### src/rtl/dvi_channel_decoder.sv
// One TMDS receive channel: aligns the deserializer word boundary with bit-slips
// until control-token runs are seen, then decodes symbols to pixel data or control.
`timescale 1ns/1ps

module dvi_channel_decoder #(
  parameter int SEARCH_WINDOW = 4096,
  parameter int CTRL_RUN      = 8,
  parameter int SLIP_WAIT     = 4
) (
  input  logic       i_pix_clk,
  input  logic       i_rst_n,
  input  logic [9:0] i_tmds,
  output logic       o_bitslip,
  output logic       o_aligned,
  output logic       o_de,
  output logic [7:0] o_data,
  output logic [1:0] o_ctrl
);

  // state     | meaning
  // ST_SEARCH | looking for a token run within the window
  // ST_SLIP   | one-cycle bit-slip request
  // ST_WAIT   | deserializer settling after a slip
  // ST_LOCKED | aligned; watchdog refreshed by saturated token runs
  localparam logic [1:0] ST_SEARCH = 2'd0;
  localparam logic [1:0] ST_SLIP   = 2'd1;
  localparam logic [1:0] ST_WAIT   = 2'd2;
  localparam logic [1:0] ST_LOCKED = 2'd3;

  localparam int WIN_W = $clog2(SEARCH_WINDOW + 1);
  localparam int RUN_W = $clog2(CTRL_RUN + 1);
  localparam logic [WIN_W-1:0] WIN_LAST  = WIN_W'(SEARCH_WINDOW - 1);
  localparam logic [WIN_W-1:0] WAIT_LAST = WIN_W'(SLIP_WAIT - 1);
  localparam logic [RUN_W-1:0] RUN_SAT   = RUN_W'(CTRL_RUN);

  logic [9:0]       tmds_q;
  logic [1:0]       state_q, state_d;
  logic [WIN_W-1:0] win_q, win_d;
  logic [RUN_W-1:0] run_q, run_d;
  logic             bitslip_q, aligned_q, de_q;
  logic [7:0]       data_q, data_d;
  logic [1:0]       ctrl_q, ctrl_d;
  logic             de_d, locked_d;

  logic             is_tok;
  logic [1:0]       tok_val;
  logic [7:0]       dec_in, dec_data;

  always_comb begin
    is_tok  = 1'b1;
    tok_val = 2'b00;
    case (tmds_q)
      10'h354: tok_val = 2'b00;
      10'h0AB: tok_val = 2'b01;
      10'h154: tok_val = 2'b10;
      10'h2AB: tok_val = 2'b11;
      default: is_tok  = 1'b0;
    endcase
  end

  // Undo the optional inversion, then the XOR/XNOR transition chain.
  always_comb begin
    dec_in      = tmds_q[9] ? ~tmds_q[7:0] : tmds_q[7:0];
    dec_data    = 8'h00;
    dec_data[0] = dec_in[0];
    for (int i = 1; i < 8; i++) begin
      dec_data[i] = tmds_q[8] ? (dec_in[i] ^ dec_in[i-1]) : ~(dec_in[i] ^ dec_in[i-1]);
    end
  end

  always_comb begin
    if (state_q == ST_WAIT) begin
      run_d = '0;
    end else if (is_tok) begin
      run_d = (run_q == RUN_SAT) ? run_q : run_q + RUN_W'(1);
    end else begin
      run_d = '0;
    end
  end

  // The window counter doubles as the settle timer in WAIT and the watchdog in LOCKED.
  always_comb begin
    state_d = state_q;
    win_d   = win_q;
    case (state_q)
      ST_SEARCH: begin
        win_d = win_q + WIN_W'(1);
        if (run_d == RUN_SAT) begin
          state_d = ST_LOCKED;
          win_d   = '0;
        end else if (win_q == WIN_LAST) begin
          state_d = ST_SLIP;
          win_d   = '0;
        end
      end
      ST_SLIP: begin
        state_d = ST_WAIT;
        win_d   = '0;
      end
      ST_WAIT: begin
        win_d = win_q + WIN_W'(1);
        if (win_q == WAIT_LAST) begin
          state_d = ST_SEARCH;
          win_d   = '0;
        end
      end
      ST_LOCKED: begin
        if (run_q == RUN_SAT && is_tok) begin
          win_d = '0;
        end else if (win_q == WIN_LAST) begin
          state_d = ST_SEARCH;
          win_d   = '0;
        end else begin
          win_d = win_q + WIN_W'(1);
        end
      end
      default: begin
        state_d = ST_SEARCH;
        win_d   = '0;
      end
    endcase
  end

  always_comb begin
    locked_d = (state_d == ST_LOCKED);
    de_d     = locked_d && !is_tok;
    data_d   = de_d ? dec_data : 8'h00;
    if (!locked_d) begin
      ctrl_d = 2'b00;
    end else if (is_tok) begin
      ctrl_d = tok_val;
    end else begin
      ctrl_d = ctrl_q;
    end
  end

  always_ff @(posedge i_pix_clk or negedge i_rst_n) begin
    if (!i_rst_n) begin
      tmds_q    <= '0;
      state_q   <= ST_SEARCH;
      win_q     <= '0;
      run_q     <= '0;
      bitslip_q <= 1'b0;
      aligned_q <= 1'b0;
      de_q      <= 1'b0;
      data_q    <= 8'h00;
      ctrl_q    <= 2'b00;
    end else begin
      tmds_q    <= i_tmds;
      state_q   <= state_d;
      win_q     <= win_d;
      run_q     <= run_d;
      bitslip_q <= (state_d == ST_SLIP);
      aligned_q <= locked_d;
      de_q      <= de_d;
      data_q    <= data_d;
      ctrl_q    <= ctrl_d;
    end
  end

  assign o_bitslip = bitslip_q;
  assign o_aligned = aligned_q;
  assign o_de      = de_q;
  assign o_data    = data_q;
  assign o_ctrl    = ctrl_q;

endmodule

### config.mk
export PLATFORM = sky130hd
export DESIGN_NAME = dvi_channel_decoder
export DESIGN_NICKNAME = d
export VERILOG_FILES = /design/src/rtl/dvi_channel_decoder.sv
export SDC_FILE = /design/constraint.sdc
export NUM_CORES = 1
export LEC_CHECK = 0
export ABC_AREA = 0
export BUFFER_PORTS_ARGS = -buffer_cell sky130_fd_sc_hd__buf_2
export CAP_MARGIN = 20
export CORE_ASPECT_RATIO = 1.25
export CORE_UTILIZATION = 40
export DETAILED_ROUTE_END_ITERATION = 16
export PLACE_DENSITY = 0.59
export SLEW_MARGIN = 20
export SYNTH_ARGS = -nofsm -noshare
export SYNTH_HDL_FRONTEND = slang
export SYNTH_SLANG_ARGS = --single-unit
### constraint.sdc
create_clock -name i_pix_clk -period 5.5 [get_ports i_pix_clk]
set_input_delay 0.55 -clock i_pix_clk [delete_from_list [all_inputs] [get_ports i_pix_clk]]
set_output_delay 0.55 -clock i_pix_clk [all_outputs]
set_load 0.01 [all_outputs]
==> metrics.md <==
| Metric | Value |
|---|---|
| Top-level port count | 25 |
| Number of buffers inserted during clock tree synthesis | 5 |
| Post-CTS setup buffers | 0 |
| Buffer levels on the longest clock path | 2 |
| Number of storage elements in the synthesis netlist | 42 |
| Half-perimeter wire length after placement | 2422 um |
| Kind of start point of the critical path | flip-flop |
| Cts-stage hold buffer count | 0 |
| Final TNS setup | 0 ns |
| Synthesized instance count | 185 |
| Clock latency on the worst-skew pair | 0.29 ns |
| Die height | 80.20 um |
| Pin count of the biggest net entering global routing | 43 |
| Final estimated routing congestion in global placement | 0.7239 |
| Final Hold Violating Endpoints | 0 |
| Routed length per instance | 12.42 um |
| TritonRoute pass-1 iters | 4 |
| Number of warnings issued by yosys | 0 |
| Global-route congestion overflow total | 0 |
| Type of destination of the critical path | flip-flop |
| Pins over their slew limit | 0 |
| Number of nets at the end of the flow | 230 |
| Setup repair after global routing missed its margin | no |
| Tcrit/Tclk final | 39.24% |
| Highest achievable clock rate | 0.4633 GHz |
| Total clock sinks | 42 |
| Sequential-to-total area share from yosys stat | 53.71% |
| Diode insertion count for antenna repair | 0 |
| Number of enable flip-flop cells after synthesis | 0 |
| Core box area | 0.004730 mm2 |
| Max-Cap Viols | 0 |
| Total leakage power | 1.086 nW |
| Top library cells by usage in the layout, fill and taps aside | dfrtp_1, nand2_1, buf_2, nor2_1, xnor2_1 |
| Post-synth top flop | dfrtp_1 |
| Worst path required time | 5.72 ns |
| Count of different cell masters after synthesis | 40 |
| P&R area growth vs syn | 13.49% |
| Full die area | 0.005178 mm2 |
| Clock tree from TritonCTS | built |
| Total length of routed wires | 3402 um |
| Residual antenna-violating net count after detailed routing | 0 |
| Via count of the first global-routing pass | 1364 |
| Number of nets produced by synthesis | 202 |
| Final cell count without fillers | 274 |
| Effective utilization at floorplan | 41.38% |
| Total routing usage reported by global routing | 15.41% |
| Reg2reg path depth | 7 |
| CTS-repair resized insts | 0 |
| Count of input and output buffers | 24 |
| Final-report setup violation count | 0 |
| Run status | finished, final reports clean |
| Final critical delay including setup and external delays | 2.158 ns |
| Fraction of registers with async set or reset after synthesis | 100.0% |
| Total via count after detailed routing | 1355 |
| Die Wd | 64.56 um |
| Number of cells after detailed placement | 266 |
| Worst R2R Setup Slack | 3.34 ns |
| Critical Setup Path Class | reg -> reg |
| Root buf cell | clkbuf_8 |
| Per-instance average area after synthesis | 10.58 um2 |
| Transition time at the pin with the least slew margin | 0.9142 ns |
| Initial antenna violation count | 0 |
| WHS Path Cells | 1 |
| Number of placement rows | 28 |
| DRC viols | 0 |
| Largest vdd supply drop | 0.0001561 V |
| Power per Cell Area | 241.2 mW/mm2 |
| H-Tree Depth | 2 |
| DR iter-0 viols | 24 |
| Worst min-delay path category | in -> reg |
| Worst clock skew | 0.008014 ns |
| CTS clock-pin slew for the worst setup and hold paths | 0.08 ns |
| Overall power | 0.5357 mW |
| Crit path DAT | 2.37 ns |
| Most common library cell in the layout ignoring fill and taps | dfrtp_1 |
| Global-route wire length before repair | 6051 um |
| Proportion of layout cells with a drive suffix above 1 | 19.63% |
| Worst slew margin relative to its limit | 39.05% |
| Area of the mapped netlist | 0.001957 mm2 |
| Worst-path maximum fanout | 16 |
| Worst-case hold slack | 0.3563 ns |
| Avg Vias per Cell | 4.945 |
[layer usage]
metal / vias up / part of all wire [%] / global-route usage, %
li1: 673 / - / -
met1: 656 / 48 / 18.15
met2: 21 / 47 / 26.11
met3: 5 / 3.6 / 4.261
met4: 0 / 1.4 / 6.667
met5: - / 0 / 0
[flip-flops by register name, summed over array words and instances (netlist names)]
| register | count |
|---|---|
| run_q | 4 |
| state_q | 2 |
| o_ctrl | 2 |
| o_bitslip | 1 |
| tmds_q | 10 |
| win_q | 13 |
| o_de | 1 |
| o_aligned | 1 |
| o_data | 8 |
[per-stage QoR]
stage | area, um2 | util, % | setup WS [ns]
2_1_floorplan | 1957 | - | 3.680
3_3_place_gp | 2131 | 45.05 | 3.400
3_5_place_dp | 2131 | 45.05 | 3.335
4_1_cts | 2221 | 46.96 | 3.334
5_1_grt | 2221 | 46.96 | 3.211
6_report | 2221 | 46.96 | 3.342
[final cells by class]
cell class,count,area [um2]
flip-flops and latches,42,1051
multi-input cells,132,854.6
clock buffers,5,68.82
clock inverters,3,21.27
repair buffers,24,120.1
inverters,8,30.03
well taps,60,75.07
fillers,475,2509
[critical path, cell delays in order, from the launching register on]
cell and delay (ns):
dfrtp_1 0.42, inv_1 0.07, ha_1 0.13, and4bb_2 0.23
nand4_2 0.23, a221o_1 0.63, nand3_2 0.20, a21boi_0 0.17
[cells in the mapped netlist, types with 2 or more instances]
master / number / area (um2)
nand4_2: 2 / 25.02
nor3_1: 4 / 20.02
buf_2: 2 / 10.01
nor2_1: 23 / 86.33
nor2b_1: 4 / 25.02
nor4_1: 3 / 18.77
xnor2_1: 18 / 157.7
dfrtp_1: 42 / 1051
a21boi_0: 2 / 15.01
a21oi_1: 4 / 20.02
nand2_1: 26 / 97.59
o21ai_0: 2 / 10.01
nor4bb_1: 2 / 20.02
inv_1: 8 / 30.03
nand4_1: 2 / 12.51
ha_1: 5 / 62.56
xor2_1: 5 / 43.79
nand2b_1: 4 / 25.02
nand3_1: 6 / 30.03
[worst paths after layout]
kind / start / end
max: tmds_q[1] / o_ctrl[0]
min: i_tmds[2] / tmds_q[2]
max reg2reg: tmds_q[1] / o_ctrl[0]
min reg2reg: win_q[0] / win_q[0]
max in group asynchronous: i_rst_n / run_q[0]
min in group asynchronous: i_rst_n / o_data[2]
[logic make-up (layout without fill, tap and decap cells)]
logic type | after synthesis | count (layout) | synth area share [%]
simple gates | 87 | 87 | 23.34
fa+ha+maj | 5 | 5 | 3.197
buf+inv | 11 | 40 | 2.622
xor+xnor | 23 | 23 | 10.29
flops | 42 | 42 | 53.71
compound gates | 17 | 17 | 6.842
[power breakdown]
part | total [mW] | internal, mW | switching, mW
sequential | 0.317 | 0.312 | 0.00511
clock | 0.195 | 0.0891 | 0.106
combinational | 0.0234 | 0.0115 | 0.0119
No activity file was read; power rests on OpenSTA's default activity.
